--- config.mk ---
export PLATFORM = sky130hd
export DESIGN_NAME = regfile_write_arbiter
export DESIGN_NICKNAME = d
export VERILOG_FILES = /design/src/rtl/regfile_write_arbiter_pkg.sv /design/src/rtl/regfile_write_arbiter_slot.sv /design/src/rtl/regfile_write_arbiter.sv
export SDC_FILE = /design/constraint.sdc
export NUM_CORES = 1
export LEC_CHECK = 0
export BUFFER_PORTS_ARGS = -buffer_cell sky130_fd_sc_hd__buf_2
export CAP_MARGIN = 20
export CORE_ASPECT_RATIO = 1.4
export CORE_MARGIN = 4
export CORE_UTILIZATION = 53
export CTS_CLUSTER_DIAMETER = 150
export DETAILED_ROUTE_END_ITERATION = 10
export PLACE_DENSITY = 0.8
export SETUP_SLACK_MARGIN = 0.4
export SLEW_MARGIN = 5
export SYNTH_ARGS = -nofsm -noshare
export SYNTH_HDL_FRONTEND = slang
export SYNTH_SLANG_ARGS = --single-unit
--- constraint.sdc ---
create_clock -name CLK -period 2.4 [get_ports CLK]
set_clock_uncertainty 0.1 [all_clocks]
set_input_delay 0.48 -clock CLK [delete_from_list [all_inputs] [get_ports CLK]]
set_output_delay 0.48 -clock CLK [all_outputs]
set_load 0.01 [all_outputs]
--- src/rtl/regfile_write_arbiter_pkg.sv ---
// Shared constants and helpers for the register-file write arbiter.
//   DATA_W / ADDR_W / NREG : register file geometry (NREG == 2**ADDR_W)
//   req_e                  : requester identifiers, also used as the round-robin pointer value
//   reg_decode()           : one-hot register decode, qualified by an enable
package regfile_write_arbiter_pkg;

    localparam int unsigned DATA_W = 8;
    localparam int unsigned ADDR_W = 3;
    localparam int unsigned NREG   = 8;

    typedef enum logic {
        REQ_A = 1'b0,
        REQ_B = 1'b1
    } req_e;

    function automatic logic [NREG-1:0] reg_decode(logic [ADDR_W-1:0] addr, logic en);
        return en ? (NREG'(1) << addr) : '0;
    endfunction

endpackage

--- src/rtl/regfile_write_arbiter_slot.sv ---
// One-entry holding buffer for a single write port.
//   clk, rst_n        : clock, asynchronous active-low reset
//   load              : capture load_addr/load_data this edge (accepted handshake)
//   grant             : this slot issues this edge and frees unless reloaded
//   other_full        : the other slot currently holds a write
//   other_grant       : the other slot issues this edge
//   full, addr, data  : held write
//   age               : set when this write arrived behind a write still held in the other slot
module regfile_write_arbiter_slot
    import regfile_write_arbiter_pkg::*;
(
    input  logic              clk,
    input  logic              rst_n,
    input  logic              load,
    input  logic              grant,
    input  logic              other_full,
    input  logic              other_grant,
    input  logic [ADDR_W-1:0] load_addr,
    input  logic [DATA_W-1:0] load_data,
    output logic              full,
    output logic [ADDR_W-1:0] addr,
    output logic [DATA_W-1:0] data,
    output logic              age
);

    always_ff @(posedge clk or negedge rst_n) begin
        if (!rst_n) begin
            full <= 1'b0;
            addr <= '0;
            data <= '0;
            age  <= 1'b0;
        end else if (load) begin
            full <= 1'b1;
            addr <= load_addr;
            data <= load_data;
            // Younger only if the other write stays held across this edge; a draining
            // and refilling other slot makes this a same-cycle tie instead.
            age  <= other_full && !other_grant;
        end else if (grant) begin
            full <= 1'b0;
            age  <= 1'b0;
        end else if (other_grant) begin
            // The older write is leaving, so this one becomes the oldest.
            age  <= 1'b0;
        end
    end

endmodule

--- src/rtl/regfile_write_arbiter.sv ---
// Shares the single register-file write port between port A (ALU writeback) and
// port B (memory load data).
//   CLK, RESET                  : clock, asynchronous active-low reset
//   A_VALID/A_ADDR/A_DATA/A_READY : port A write handshake
//   B_VALID/B_ADDR/B_DATA/B_READY : port B write handshake
//   WRITE/INADDRESS/IN          : registered register-file write port
//   BUSY                        : per-register pending-write scoreboard
// Older held write issues first; same-cycle arrivals are broken by a round-robin
// pointer that moves to the loser after every contested grant.
module regfile_write_arbiter
    import regfile_write_arbiter_pkg::*;
(
    input  logic              CLK,
    input  logic              RESET,
    input  logic              A_VALID,
    input  logic [ADDR_W-1:0] A_ADDR,
    input  logic [DATA_W-1:0] A_DATA,
    output logic              A_READY,
    input  logic              B_VALID,
    input  logic [ADDR_W-1:0] B_ADDR,
    input  logic [DATA_W-1:0] B_DATA,
    output logic              B_READY,
    output logic              WRITE,
    output logic [ADDR_W-1:0] INADDRESS,
    output logic [DATA_W-1:0] IN,
    output logic [NREG-1:0]   BUSY
);

    logic              full_a, full_b;
    logic [ADDR_W-1:0] addr_a, addr_b;
    logic [DATA_W-1:0] data_a, data_b;
    logic              age_a, age_b;
    logic              grant_a, grant_b;
    logic              load_a, load_b;
    logic              pick_b;
    req_e              rr_q;

    // Grant depends only on registered slot state, so READY has no path from VALID.
    always_comb begin
        pick_b  = 1'b0;
        grant_a = 1'b0;
        grant_b = 1'b0;
        if (full_a && full_b) begin
            if (age_a != age_b) begin
                pick_b = age_a;
            end else begin
                pick_b = (rr_q == REQ_B);
            end
            grant_a = !pick_b;
            grant_b = pick_b;
        end else begin
            grant_a = full_a;
            grant_b = full_b;
        end
    end

    // RESET gates READY so nothing is offered while held in reset.
    assign A_READY = RESET && (!full_a || grant_a);
    assign B_READY = RESET && (!full_b || grant_b);
    assign load_a  = A_VALID && A_READY;
    assign load_b  = B_VALID && B_READY;

    regfile_write_arbiter_slot u_slot_a (
        .clk         (CLK),
        .rst_n       (RESET),
        .load        (load_a),
        .grant       (grant_a),
        .other_full  (full_b),
        .other_grant (grant_b),
        .load_addr   (A_ADDR),
        .load_data   (A_DATA),
        .full        (full_a),
        .addr        (addr_a),
        .data        (data_a),
        .age         (age_a)
    );

    regfile_write_arbiter_slot u_slot_b (
        .clk         (CLK),
        .rst_n       (RESET),
        .load        (load_b),
        .grant       (grant_b),
        .other_full  (full_a),
        .other_grant (grant_a),
        .load_addr   (B_ADDR),
        .load_data   (B_DATA),
        .full        (full_b),
        .addr        (addr_b),
        .data        (data_b),
        .age         (age_b)
    );

    always_ff @(posedge CLK or negedge RESET) begin
        if (!RESET) begin
            WRITE     <= 1'b0;
            INADDRESS <= '0;
            IN        <= '0;
            rr_q      <= REQ_A;
        end else begin
            WRITE <= grant_a || grant_b;
            if (grant_a) begin
                INADDRESS <= addr_a;
                IN        <= data_a;
            end else if (grant_b) begin
                INADDRESS <= addr_b;
                IN        <= data_b;
            end
            if (full_a && full_b) begin
                rr_q <= grant_a ? REQ_B : REQ_A;
            end
        end
    end

    assign BUSY = reg_decode(addr_a, full_a)
                | reg_decode(addr_b, full_b)
                | reg_decode(INADDRESS, WRITE);

endmodule

### Word-level counts from Yosys, hierarchy flattened

Index checks and enable logic that the tools add are counted.

| storage, ports and cells | value |
|---|---|
| memories kept | 0 |
| register bits after elaboration | 39 |
| input port bits | 26 |
| output and inout bits | 22 |
| latch bits | 0 |
| RAM bits | 0 |
| memory bits (read-only) | 0 |

| operators by class | value |
|---|---|
| div/mod/pow operators | 0 |
| shift operators | 3 |
| multipliers | 0 |
| eq/ne operators | 1 |
| add/subtract/negate cells | 0 |
| multiplexer cells | 20 |
| reduce and logical (&&, ||, !) cells | 20 |
| magnitude comparators | 0 |
| bitwise gates (word level) | 2 |

Operators by type and width:

| kind | count |
|---|---|
| two-way mux 8 bit | 5 |
| << shifter 1 x 3 -> 8 bit, first input constant | 3 |
| bitwise OR 8 bit | 2 |
| two-way mux 1 bit | 13 |
| logical AND 1 bit | 7 |
| two-way mux 3 bit | 2 |
| nonzero test 2 bit | 3 |
| nonzero test 3 bit | 2 |
| zero test 1 bit | 5 |
| logical OR 1 bit | 3 |
| inequality test 1 bit | 1 |

### Longest topological paths before layout

| logic depth | value |
|---|---|
| word-level depth | 9 |
| depth in mapped cells | 5 |

### Hierarchy

Synthesis repeated with hierarchy kept, for this count alone.

| unflattened totals | value |
|---|---|
| cell total of the unflattened synthesis | 168 |
| area, all modules | 1,993.2 µm² |

By module, submodules not included:

| module | instances | cells each | area an instance (µm²) |
|---|---|---|---|
| regfile_write_arbiter | 1 | 108 | 1,022.2 |
| regfile_write_arbiter_slot | 2 | 30 | 485.5 |

### Least setup slack after synthesis

OpenSTA, ideal clock, no wires.

| timing | value |
|---|---|
| path kind | register to output |
| start point | register u_slot_b.full |
| end point | output BUSY[2] |
| setup slack | 0.526 ns |
| stages on the path, launching flop included | 5 |
| buffers on the path | 2 |
| arrival | 1.294 ns |
| cell sequence | dfrtp_1 -> buf_4 -> buf_2 -> nand2_1 -> o311ai_0 |

| on the way | value |
|---|---|
| cells in the longest elaborated chain, start to end | 3 |

RTL lines:

| what | line | source |
|---|---|---|
| start: declaration | regfile_write_arbiter_slot.sv:20 | `output logic full,` |
| start signal: assignment | regfile_write_arbiter_slot.sv:28 | `full <= 1'b0;` |
| start signal: assignment | regfile_write_arbiter_slot.sv:33 | `full <= 1'b1;` |
| start signal: assignment | regfile_write_arbiter_slot.sv:40 | `full <= 1'b0;` |
| two-way mux 8 bit | regfile_write_arbiter_pkg.sv:17 | `return en ? (NREG'(1) << addr) : '0;` |
| bitwise OR 8 bit | regfile_write_arbiter.sv:115 | `\| reg_decode(addr_b, full_b)` |
| bitwise OR 8 bit | regfile_write_arbiter.sv:116 | `\| reg_decode(INADDRESS, WRITE);` |
| end: declaration | regfile_write_arbiter.sv:26 | `output logic [NREG-1:0] BUSY` |

Every way passes these cells.

### Final worst setup path

| timing | value |
|---|---|
| start point | register INADDRESS[2] |
| end point | output BUSY[4] |

| on the way | value |
|---|---|
| cells in the longest elaborated chain, start to end | 3 |

RTL lines:

| what | line | source |
|---|---|---|
| start: declaration | regfile_write_arbiter.sv:24 | `output logic [ADDR_W-1:0] INADDRESS,` |
| start signal: assignment | regfile_write_arbiter.sv:102 | `INADDRESS <= addr_a;` |
| start signal: assignment | regfile_write_arbiter.sv:105 | `INADDRESS <= addr_b;` |
| << shifter 1 x 3 -> 8 bit | regfile_write_arbiter_pkg.sv:17 |  |
| two-way mux 8 bit | regfile_write_arbiter_pkg.sv:17 |  |
| bitwise OR 8 bit | regfile_write_arbiter.sv:116 |  |

Every way passes these cells.

==> qor.txt <==
Max Root-Sink Buffers - 2
Syn Inst Count - 160
Fin. Hold Viols - 0
fin nets - 260
area of the core - 3610 µm²
mux contribution to synthesized area - 0.235
Syn. warnings - 0
Hold Crit Class - in2async
wire per inst - 18.6 µm
largest net degree at the start of global routing - 34
maxcap violations - 0
reg2reg setup slack - 460 ps
die width - 59.6 µm
clk sinks - 39
Peak VDD IR - 581 µV
critical path cell sequence - nor2b_4 > a32o_2 > a31o_4 > buf_6
layout cells sized above 1 - 0.600
Num CTS Buffers - 5
Max Clk Rate - 501 MHz
Area Overhead vs Synth - 30.6%
Die ar. - 4770 µm²
sw frac - 0.330
adder-cell share of the synthesized area - 0
setup violators final - 0
# H-tree levels - 2
Synth Net Count - 186
I/O Buffers - 47
internal power - 1450 µW
DRT antenna net count - 0
CTS Root Cell - clkbuf_8
worst skew pair latency - 290 ps
number of synthesized flops with an enable pin - 0
Pleak - 0.00121 µW
setup_tns - 0 ps
row cnt - 26
fin util - 0.713
initial antenna violation count - 0
Worst EP arrival - 1420 ps
DRC - 0
commonest non-fill, non-tap cells in the layout - buf_2 (46), dfrtp_1 (28), mux2_2 (27)
syn avg cell area - 12.3 µm²
number of global-route vias before repair - 1678
Clk pin slew, worst setup/hold paths - 80 ps
initial core utilization - 0.546
crit path max fanout - 3
GRT overflow - 0
Unique masters post-synth - 36
Fill cells - 273
DP HPWL - 3510 µm
Antenna diodes - 0
total power draw - 2160 µW
commonest non-fill, non-tap cell in the layout - buf_2
Clock Power Share - 0.195
Crit path required time - 1820 ps
vias per cell - 5.95
Global Route Usage Sum - 0.235
GP Congestion - 0.872
Critical Setup Path Class - reg2out
status - finished, final reports clean
Slew HR - 0.628
Seq/Total Area, Yosys - 0.495
I/O pins - 48
RSZ-0062 raised after global routing - yes
CP max stage delay - 430 ps
synthesized flop and latch total - 39
Pre-antenna DRT Iters - 4
fin crit share - 0.832
Vias - 1649
xor and xnor area share after synthesis - 0
Mapped Area - 1970 µm²
ys flop type - dfrtp_1
Slowest cell on crit path - dfrtp_2
cells on worst reg2reg path - 5
first-pass GRT wire length - 8250 µm
Compound-Gate Fraction of Synth Area - 0.108
Die Y-Extent - 80.2 µm
delay-heaviest family, CP - compound AO/OA/AOI/OAI gates
DRT Wirelength - 5140 µm
Min Clock Period, post-route - 2000 ps
startpoint types - flip-flop
fraction of registers with async set/reset - 1.00
largest family of logic cells by synthesized area - multiplexers
fin. max-slew vios - 0
worst path bufs/invs - 1
Critical Path End Type - output port
CTS tree - built
worst hold margin - 236 ps
Simple-Gate Fraction of Synth Area - 0.136
Crit path depth - 4
Flop pwr share - 0.437
P_sw - 714 µW
Slew @ Worst Pin - 558 ps
Comb pwr share - 0.368
Initial DRC Count - 99
Power Density - 838 nW/µm²
## logic make-up after synthesis
logic type,count (synthesis)
multiplexers,38
AND/OR/NAND/NOR,49
AO/OA/AOI/OAI,24
flip-flops,39
buffers and inverters,10
## metrics by stage
stage	cells	setup slack (ps)	instance area (µm²)
finish	277	404	2580
global route	277	339	2580
CTS	274	400	2530
detailed placement	252	338	2290
global placement	252	411	2290
floorplan	160	526	1970
## power groups by stage
| stage | Sequential (µW) | Clock [µW] | Combinational (µW) |
|---|---|---|---|
| 4_1_cts | 934 | 436 | 759 |
| 5_1_grt | 969 | 475 | 859 |
| 6_report | 945 | 420 | 795 |
| 3_5_place_dp | 961 | 0 | 633 |
| 2_1_floorplan | 946 | 0 | 388 |
| 3_3_place_gp | 951 | 0 | 611 |
## final timing paths
check                                   endpoint             start
worst min register to register  u_slot_a.data[4]  u_slot_a.data[4]
worst min-delay path            u_slot_a.data[4]             RESET
min in group CLK                u_slot_b.data[4]         B_DATA[4]
worst max register to register  u_slot_a.data[0]     u_slot_a.full
worst max-delay path                     BUSY[4]      INADDRESS[2]
max in group asynchronous           INADDRESS[2]             RESET
## cell usage after synthesis (3+ instances only)
library cell | count | area (µm²)
dfrtp_1 | 39 | 976
mux2_2 | 27 | 304
nand3_1 | 12 | 60.1
mux2_4 | 10 | 150
nand2_1 | 10 | 37.5
nor2b_1 | 8 | 50.1
nor2_1 | 5 | 18.8
inv_1 | 4 | 15.0
a2bb2oi_1 | 3 | 26.3
nand4_1 | 3 | 18.8
o21ai_0 | 3 | 15.0
o311ai_0 | 3 | 26.3
o32ai_1 | 3 | 26.3
## per-layer routing
layer	up-vias	global-route usage	wire length, µm
li1	742	-	-
met4	0	0.0909	150
met3	15	0.0563	313
met2	65	0.410	2760
met5	-	0	0
met1	827	0.271	1910
## registers in the layout, indices dropped and copies added, names as in the netlist
| name | count |
|---|---|
| u_slot_b.addr | 3 |
| u_slot_a.age | 1 |
| INADDRESS | 3 |
| WRITE | 1 |
| u_slot_b.full | 1 |
| rr_q | 1 |
| u_slot_a.data | 8 |
| u_slot_b.data | 8 |
| u_slot_b.age | 1 |
| u_slot_a.addr | 3 |
| IN | 8 |
| u_slot_a.full | 1 |
## worst register-to-register path, delay by kind of cell (launching register included)
| family | cells | cell delay (ps) |
|---|---|---|
| and+or+nand+nor | 1 | 220 |
| DFF | 1 | 450 |
| AOI/OAI and AO/OA | 1 | 270 |
| muxes | 1 | 360 |
| buffers and inverters | 2 | 440 |
## layout make-up
class / count / area [µm²] / share of cell area
multi-input combinational: 111 / 998 / 0.388
sequential: 39 / 990 / 0.384
timing repair buffer: 72 / 432 / 0.168
clock buffer: 6 / 72.6 / 0.0282
tap: 42 / 52.6 / 0.0204
inverter: 5 / 18.8 / 0.00729
clock inverter: 2 / 12.5 / 0.00486
## repair_timing
item                       in CTS  in global routing
pin swaps                       1                  5
setup buffers                  13                  3
hold buffers                    1                  0
hold endpoints to repair        6                  0
resized for setup              22                  9
setup endpoints to repair      20                  9
Note: power is estimated with default switching activity, not from simulation.
